### config.mk
export PLATFORM = sky130hd
export DESIGN_NAME = hilo_muldiv
export DESIGN_NICKNAME = d
export VERILOG_FILES = /design/src/rtl/cpu_muldiv_pkg.sv /design/src/rtl/div_radix2.sv /design/src/rtl/hilo_muldiv.sv
export SDC_FILE = /design/constraint.sdc
export NUM_CORES = 2
export LEC_CHECK = 0
export BUFFER_PORTS_ARGS = -buffer_cell sky130_fd_sc_hd__buf_2
export CORE_MARGIN = 2
export CORE_UTILIZATION = 70
export CTS_CLUSTER_SIZE = 16
export DETAILED_ROUTE_END_ITERATION = 8
export PLACE_DENSITY = 0.89
export SETUP_SLACK_MARGIN = 0.2
export SLEW_MARGIN = 20
export SYNTH_ARGS = -nofsm -noshare
export SYNTH_HDL_FRONTEND = slang
export SYNTH_HIERARCHICAL = 1
export SYNTH_SLANG_ARGS = --single-unit
### constraint.sdc
create_clock -name clk -period 15.1 [get_ports clk]
set_input_delay 0 -clock clk [delete_from_list [all_inputs] [get_ports clk]]
set_output_delay 0 -clock clk [all_outputs]
set_load 0.005 [all_outputs]
### src/rtl/cpu_muldiv_pkg.sv
// Shared types for the HI/LO multiply/divide unit.
package cpu_muldiv_pkg;

  typedef enum logic [2:0] {
    OP_MULT  = 3'd0,
    OP_MULTU = 3'd1,
    OP_DIV   = 3'd2,
    OP_DIVU  = 3'd3,
    OP_MTHI  = 3'd4,
    OP_MTLO  = 3'd5
  } muldiv_op_t;

  typedef enum logic [1:0] {
    ST_IDLE = 2'd0,
    ST_MUL  = 2'd1,
    ST_DIV  = 2'd2,
    ST_FIX  = 2'd3
  } md_state_t;

  localparam int DIV_CYCLES = 32;

  // Ops that occupy the unit for more than the accept cycle.
  function automatic logic is_md_op(input logic [2:0] op);
    return op <= 3'd3;
  endfunction

endpackage

### src/rtl/div_radix2.sv
// Restoring radix-2 divider on unsigned magnitudes, one quotient bit per step.
module div_radix2
  import cpu_muldiv_pkg::*;
#(
  parameter int WIDTH = 32,
  parameter int CNT_W = 5
) (
  input  logic             clk,
  input  logic             resetn,
  input  logic             load_i,
  input  logic             step_i,
  input  logic [WIDTH-1:0] dividend_i,
  input  logic [WIDTH-1:0] divisor_i,
  output logic [WIDTH-1:0] quot_o,
  output logic [WIDTH-1:0] rem_o,
  output logic             last_o
);

  logic [WIDTH-1:0] rem_q, rem_d;
  logic [WIDTH-1:0] quot_q, quot_d;
  logic [WIDTH-1:0] dvs_q, dvs_d;
  logic [CNT_W-1:0] cnt_q, cnt_d;
  logic [WIDTH:0]   trial;
  logic [WIDTH:0]   diff;

  // quot_q starts as the dividend; its MSB feeds the partial remainder while
  // quotient bits shift in at the bottom.
  always_comb begin
    rem_d  = rem_q;
    quot_d = quot_q;
    dvs_d  = dvs_q;
    cnt_d  = cnt_q;
    trial  = {rem_q, quot_q[WIDTH-1]};
    diff   = trial - {1'b0, dvs_q};
    if (load_i) begin
      rem_d  = '0;
      quot_d = dividend_i;
      dvs_d  = divisor_i;
      cnt_d  = '0;
    end else if (step_i) begin
      if (!diff[WIDTH]) begin
        rem_d  = diff[WIDTH-1:0];
        quot_d = {quot_q[WIDTH-2:0], 1'b1};
      end else begin
        rem_d  = trial[WIDTH-1:0];
        quot_d = {quot_q[WIDTH-2:0], 1'b0};
      end
      cnt_d = cnt_q + 1'b1;
    end
  end

  always_ff @(posedge clk or negedge resetn) begin
    if (!resetn) begin
      rem_q  <= '0;
      quot_q <= '0;
      dvs_q  <= '0;
      cnt_q  <= '0;
    end else begin
      rem_q  <= rem_d;
      quot_q <= quot_d;
      dvs_q  <= dvs_d;
      cnt_q  <= cnt_d;
    end
  end

  assign quot_o = quot_q;
  assign rem_o  = rem_q;
  assign last_o = (cnt_q == {CNT_W{1'b1}});

endmodule

### src/rtl/hilo_muldiv.sv
// HI/LO architectural registers with a 2-cycle multiply and 34-cycle divide.
module hilo_muldiv
  import cpu_muldiv_pkg::*;
#(
  parameter int WIDTH = 32,
  parameter int CNT_W = 5
) (
  input  logic             clk,
  input  logic             resetn,
  input  logic             start_i,
  input  logic [2:0]       op_i,
  input  logic [WIDTH-1:0] src_a_i,
  input  logic [WIDTH-1:0] src_b_i,
  input  logic             flush_i,
  output logic             stall_o,
  output logic             done_o,
  output logic [WIDTH-1:0] hi_o,
  output logic [WIDTH-1:0] lo_o
);

  md_state_t        state_q, state_d;
  muldiv_op_t       op_q, op_in;
  logic [WIDTH-1:0] a_q, b_q;
  logic [WIDTH-1:0] hi_q, hi_d, lo_q, lo_d;
  logic             accept, done, stall;

  assign op_in  = muldiv_op_t'(op_i);
  assign accept = start_i & ~flush_i & (state_q == ST_IDLE);

  // Divider is loaded with magnitudes straight from the operand bus at T0.
  logic             in_sgn, div_load, div_last;
  logic [WIDTH-1:0] a_mag, b_mag, quot, rem;

  assign in_sgn   = (op_in == OP_DIV);
  assign a_mag    = (in_sgn & src_a_i[WIDTH-1]) ? -src_a_i : src_a_i;
  assign b_mag    = (in_sgn & src_b_i[WIDTH-1]) ? -src_b_i : src_b_i;
  assign div_load = accept & (op_in == OP_DIV || op_in == OP_DIVU);

  div_radix2 #(.WIDTH(WIDTH), .CNT_W(CNT_W)) u_div (
    .clk       (clk),
    .resetn    (resetn),
    .load_i    (div_load),
    .step_i    (state_q == ST_DIV),
    .dividend_i(a_mag),
    .divisor_i (b_mag),
    .quot_o    (quot),
    .rem_o     (rem),
    .last_o    (div_last)
  );

  // Low 2W bits of the product of sign/zero-extended operands are exact.
  logic               mul_sgn;
  logic [2*WIDTH-1:0] a_ext, b_ext, prod;

  assign mul_sgn = (op_q == OP_MULT);
  assign a_ext   = {{WIDTH{mul_sgn & a_q[WIDTH-1]}}, a_q};
  assign b_ext   = {{WIDTH{mul_sgn & b_q[WIDTH-1]}}, b_q};
  assign prod    = a_ext * b_ext;

  logic             div_sgn;
  logic [WIDTH-1:0] q_fix, r_fix;

  assign div_sgn = (op_q == OP_DIV);
  assign q_fix   = (div_sgn & (a_q[WIDTH-1] ^ b_q[WIDTH-1])) ? -quot : quot;
  assign r_fix   = (div_sgn & a_q[WIDTH-1]) ? -rem : rem;

  always_ff @(posedge clk or negedge resetn) begin
    if (!resetn) state_q <= ST_IDLE;
    else         state_q <= state_d;
  end

  always_comb begin
    state_d = state_q;
    case (state_q)
      ST_IDLE: begin
        if (accept && (op_in == OP_MULT || op_in == OP_MULTU)) state_d = ST_MUL;
        else if (div_load)                                     state_d = ST_DIV;
      end
      ST_MUL:  state_d = ST_IDLE;
      ST_DIV: begin
        if (flush_i)       state_d = ST_IDLE;
        else if (div_last) state_d = ST_FIX;
      end
      ST_FIX:  state_d = ST_IDLE;
      default: state_d = ST_IDLE;
    endcase
  end

  always_comb begin
    done  = (state_q == ST_MUL || state_q == ST_FIX) && !flush_i;
    stall = resetn & ((accept & is_md_op(op_i)) | (state_q != ST_IDLE));
    hi_d  = hi_q;
    lo_d  = lo_q;
    if (accept && op_in == OP_MTHI) hi_d = src_a_i;
    if (accept && op_in == OP_MTLO) lo_d = src_a_i;
    if (done && state_q == ST_MUL) {hi_d, lo_d} = prod;
    if (done && state_q == ST_FIX) begin
      if (b_q == '0) begin
        hi_d = a_q;
        lo_d = '1;
      end else begin
        hi_d = r_fix;
        lo_d = q_fix;
      end
    end
  end

  always_ff @(posedge clk or negedge resetn) begin
    if (!resetn) begin
      op_q <= OP_MULT;
      a_q  <= '0;
      b_q  <= '0;
      hi_q <= '0;
      lo_q <= '0;
    end else begin
      if (accept) begin
        op_q <= op_in;
        a_q  <= src_a_i;
        b_q  <= src_b_i;
      end
      hi_q <= hi_d;
      lo_q <= lo_d;
    end
  end

  assign stall_o = stall;
  assign done_o  = done;
  assign hi_o    = hi_q;
  assign lo_o    = lo_q;

endmodule

==> results.txt <==
Clock Tree Buf Depth: 3
Worst Hold Class: in2async
Total track usage: 43.2%
CTS H-Tree Depth: 1
Cell row count: 101
Die Span Y: 280 um
Top cells by area, synth: fa_1, dfrtp_1, nand2_1, inv_1, ha_1
Final Max Slew Viols: 0
I/O Pins: 137
Port-buffer cells: 136
Slowest CP cell: fa_1
Maximum clock frequency: 105 MHz
DP HPWL: 122 mm
Die Area: 78400 um2
# resized after CTS: 0
Failing checks: DRC
Fillers: 5072
Starting DRT DRC Count: 5035
Buffers plus inverters on the worst setup path: 8
Most frequent cells in the layout: nand2_1, inv_1, fa_1, and2_1, ha_1
Setup crit start kind: register
Final Critical Period: 9.50 ns
RSZ-0062 raised after global routing: false
Post-synthesis area per instance: 8.68 um2
Post-synthesis sequential area ratio: 11.0%
Crit-path max FO: 21
CTS buffer count: 26
Outcome: complete, but fails checks
Post-Syn Instances: 6143
Vias post-DR: 45000
Endpoint class of the critical path: register
Initial antenna violation count: 22
Clock latency on the worst-skew pair: 0.55 ns
Post-synth ARST share: 100%
Max-Cap Viols: 0
Layout cells sized above 1: 5.44%
Die width: 280 um
Nets@finish: 7519
Average wire per standard cell: 23.2 um
Final Cycle Share: 62.9%
CP most frequent cell: fa_1
Yosys warnings: 6
Actual slew at the worst max-slew pin: 1.11 ns
Post-synth EDFFs: 0
Remaining Overflow, GRT: 0
Max-Slew Margin vs Limit: 25.7%
Max stage delay on crit path: 0.85 ns
TritonCTS clock tree: yes
Synth unique cells: 96
Vias in the first global route: 48700
Worst Path Arrival: 9.92 ns
WP data required: 15.52 ns
Area Overhead vs Synth: 5.06%
Largest area contributor in the netlist: fa_1
Total iterations of the first detailed-routing run: 9
Critical setup path kind: reg2reg
Register area: 5860 um2
Mapped Area: 53300 um2
Clk pin slew, worst setup/hold paths: 0.06 ns
Ys flop type: dfrtp_1
Clock Sinks: 234
CTS root buffer: clkbuf_16
Top Family by Delay on Critical Path: adder cells
DR DRC count: 8
Final hold violation count: 0
Final Skew: 0.0206 ns
#FFs+latches synth: 234
Largest net degree at the start of global routing: 102
Commonest non-fill, non-tap cell in the layout: nand2_1
First-pass GRT wire length: 260 mm
Core footprint: 75700 um2
GP Congestion: 1.01
Starting Density: 70.4%
Multi-input gate area: 41500 um2
Syn Nets: 7591
Routed WL: 164 mm
Vias/cell: 6.36
Final setup viols: 0
Synth top area share: 42.3%
Fin Setup TNS: 0 ns
Post-route ant nets: 0
metal layers:
layer	global-route usage, %	share of wire [%]	wire (um)
met5	0	0.088	145
met4	27.6	7.7	12700
met3	13.0	13	21300
met2	68.5	46	75700
met1	51.9	33	54300
cells in the mapped netlist (all sizes together) (25+ instances only):
master and n:
clkbuf 375, a311oi 29, xnor2 122, xor2 85, nand3 36, ha 251, a31oi 25, nor4 30
o21ai 216, and2 300, a21oi 174, nor2 205, fa 1126, nand2 1225, nand4 25, inv 1203
dfrtp 234, mux2i 45, nor3 46, a21o 44, and3 37
state kept, by name (all words and copies together), names as in the netlist:
signal,cells
u_div/dvs_q,32
a_q,32
hi_o,32
state_q,2
u_div/cnt_q,5
lo_o,32
op_q,3
u_div/quot_o,32
b_q,32
u_div/rem_o,32
worst paths after layout:
check,cells past startpoint,endpoint,slack [ns],from
worst min register to register,2,lo_o[20],0.47,lo_o[20]
max in group asynchronous,3,a_q[30],13.81,resetn
worst max-delay path,30,hi_o[30],5.60,op_q[1]
worst min-delay path,2,u_div/cnt_q[2],0.03,resetn
min in group clk,4,b_q[29],0.26,src_b_i[29]
worst max register to register,30,hi_o[30],5.60,op_q[1]
timing repair:
action	CTS	global route
hold buffers	71	0
buffers inserted	0	0
hold endpoints to repair	248	0
layout make-up:
type                            count  share of cell area (%)
Antenna cell                       13                  0.0581
Clock buffer                       41                    1.43
Clock inverter                      5                  0.0961
Inverter                         1203                    8.06
Multi-Input combinational cell   4315                    74.1
Sequential cell                   234                    10.5
Tap cell                          978                    2.18
Timing Repair Buffer              291                    3.64
per-stage QoR:
stage	setup slack (ns)	cell area, um2	utilization, %	std cells	hold slack [ns]
after floorplan	6.90	53300	-	6143	-0.296
after global placement	6.01	54400	71.9	6950	0.0102
after detailed placement	5.75	54400	71.9	6950	0.0244
after CTS	5.71	56000	73.9	7067	0.0507
after global routing	5.07	56000	74.0	7070	0.0890
final	5.60	56000	74.0	7080	0.0263
logic make-up after synthesis:
logic type	after synthesis	share of synthesized area, %
xor+xnor	207	3.40
buf+inv	1594	11.3
mux	47	0.887
simple gates	1992	16.8
fa+ha+maj	1377	48.2
flops	234	11.0
compound gates	692	8.46
worst reg2reg max path: cells and delay by family (launching register included):
family	cells	cell delay (ns)
simple gates	9	2.17
flops	1	0.44
compound gates	4	0.76
fa+ha+maj	9	4.63
buf+inv	8	1.39
Power is not shown: default switching activity piles up to over one toggle a cycle in this logic, so the estimate is an artifact.
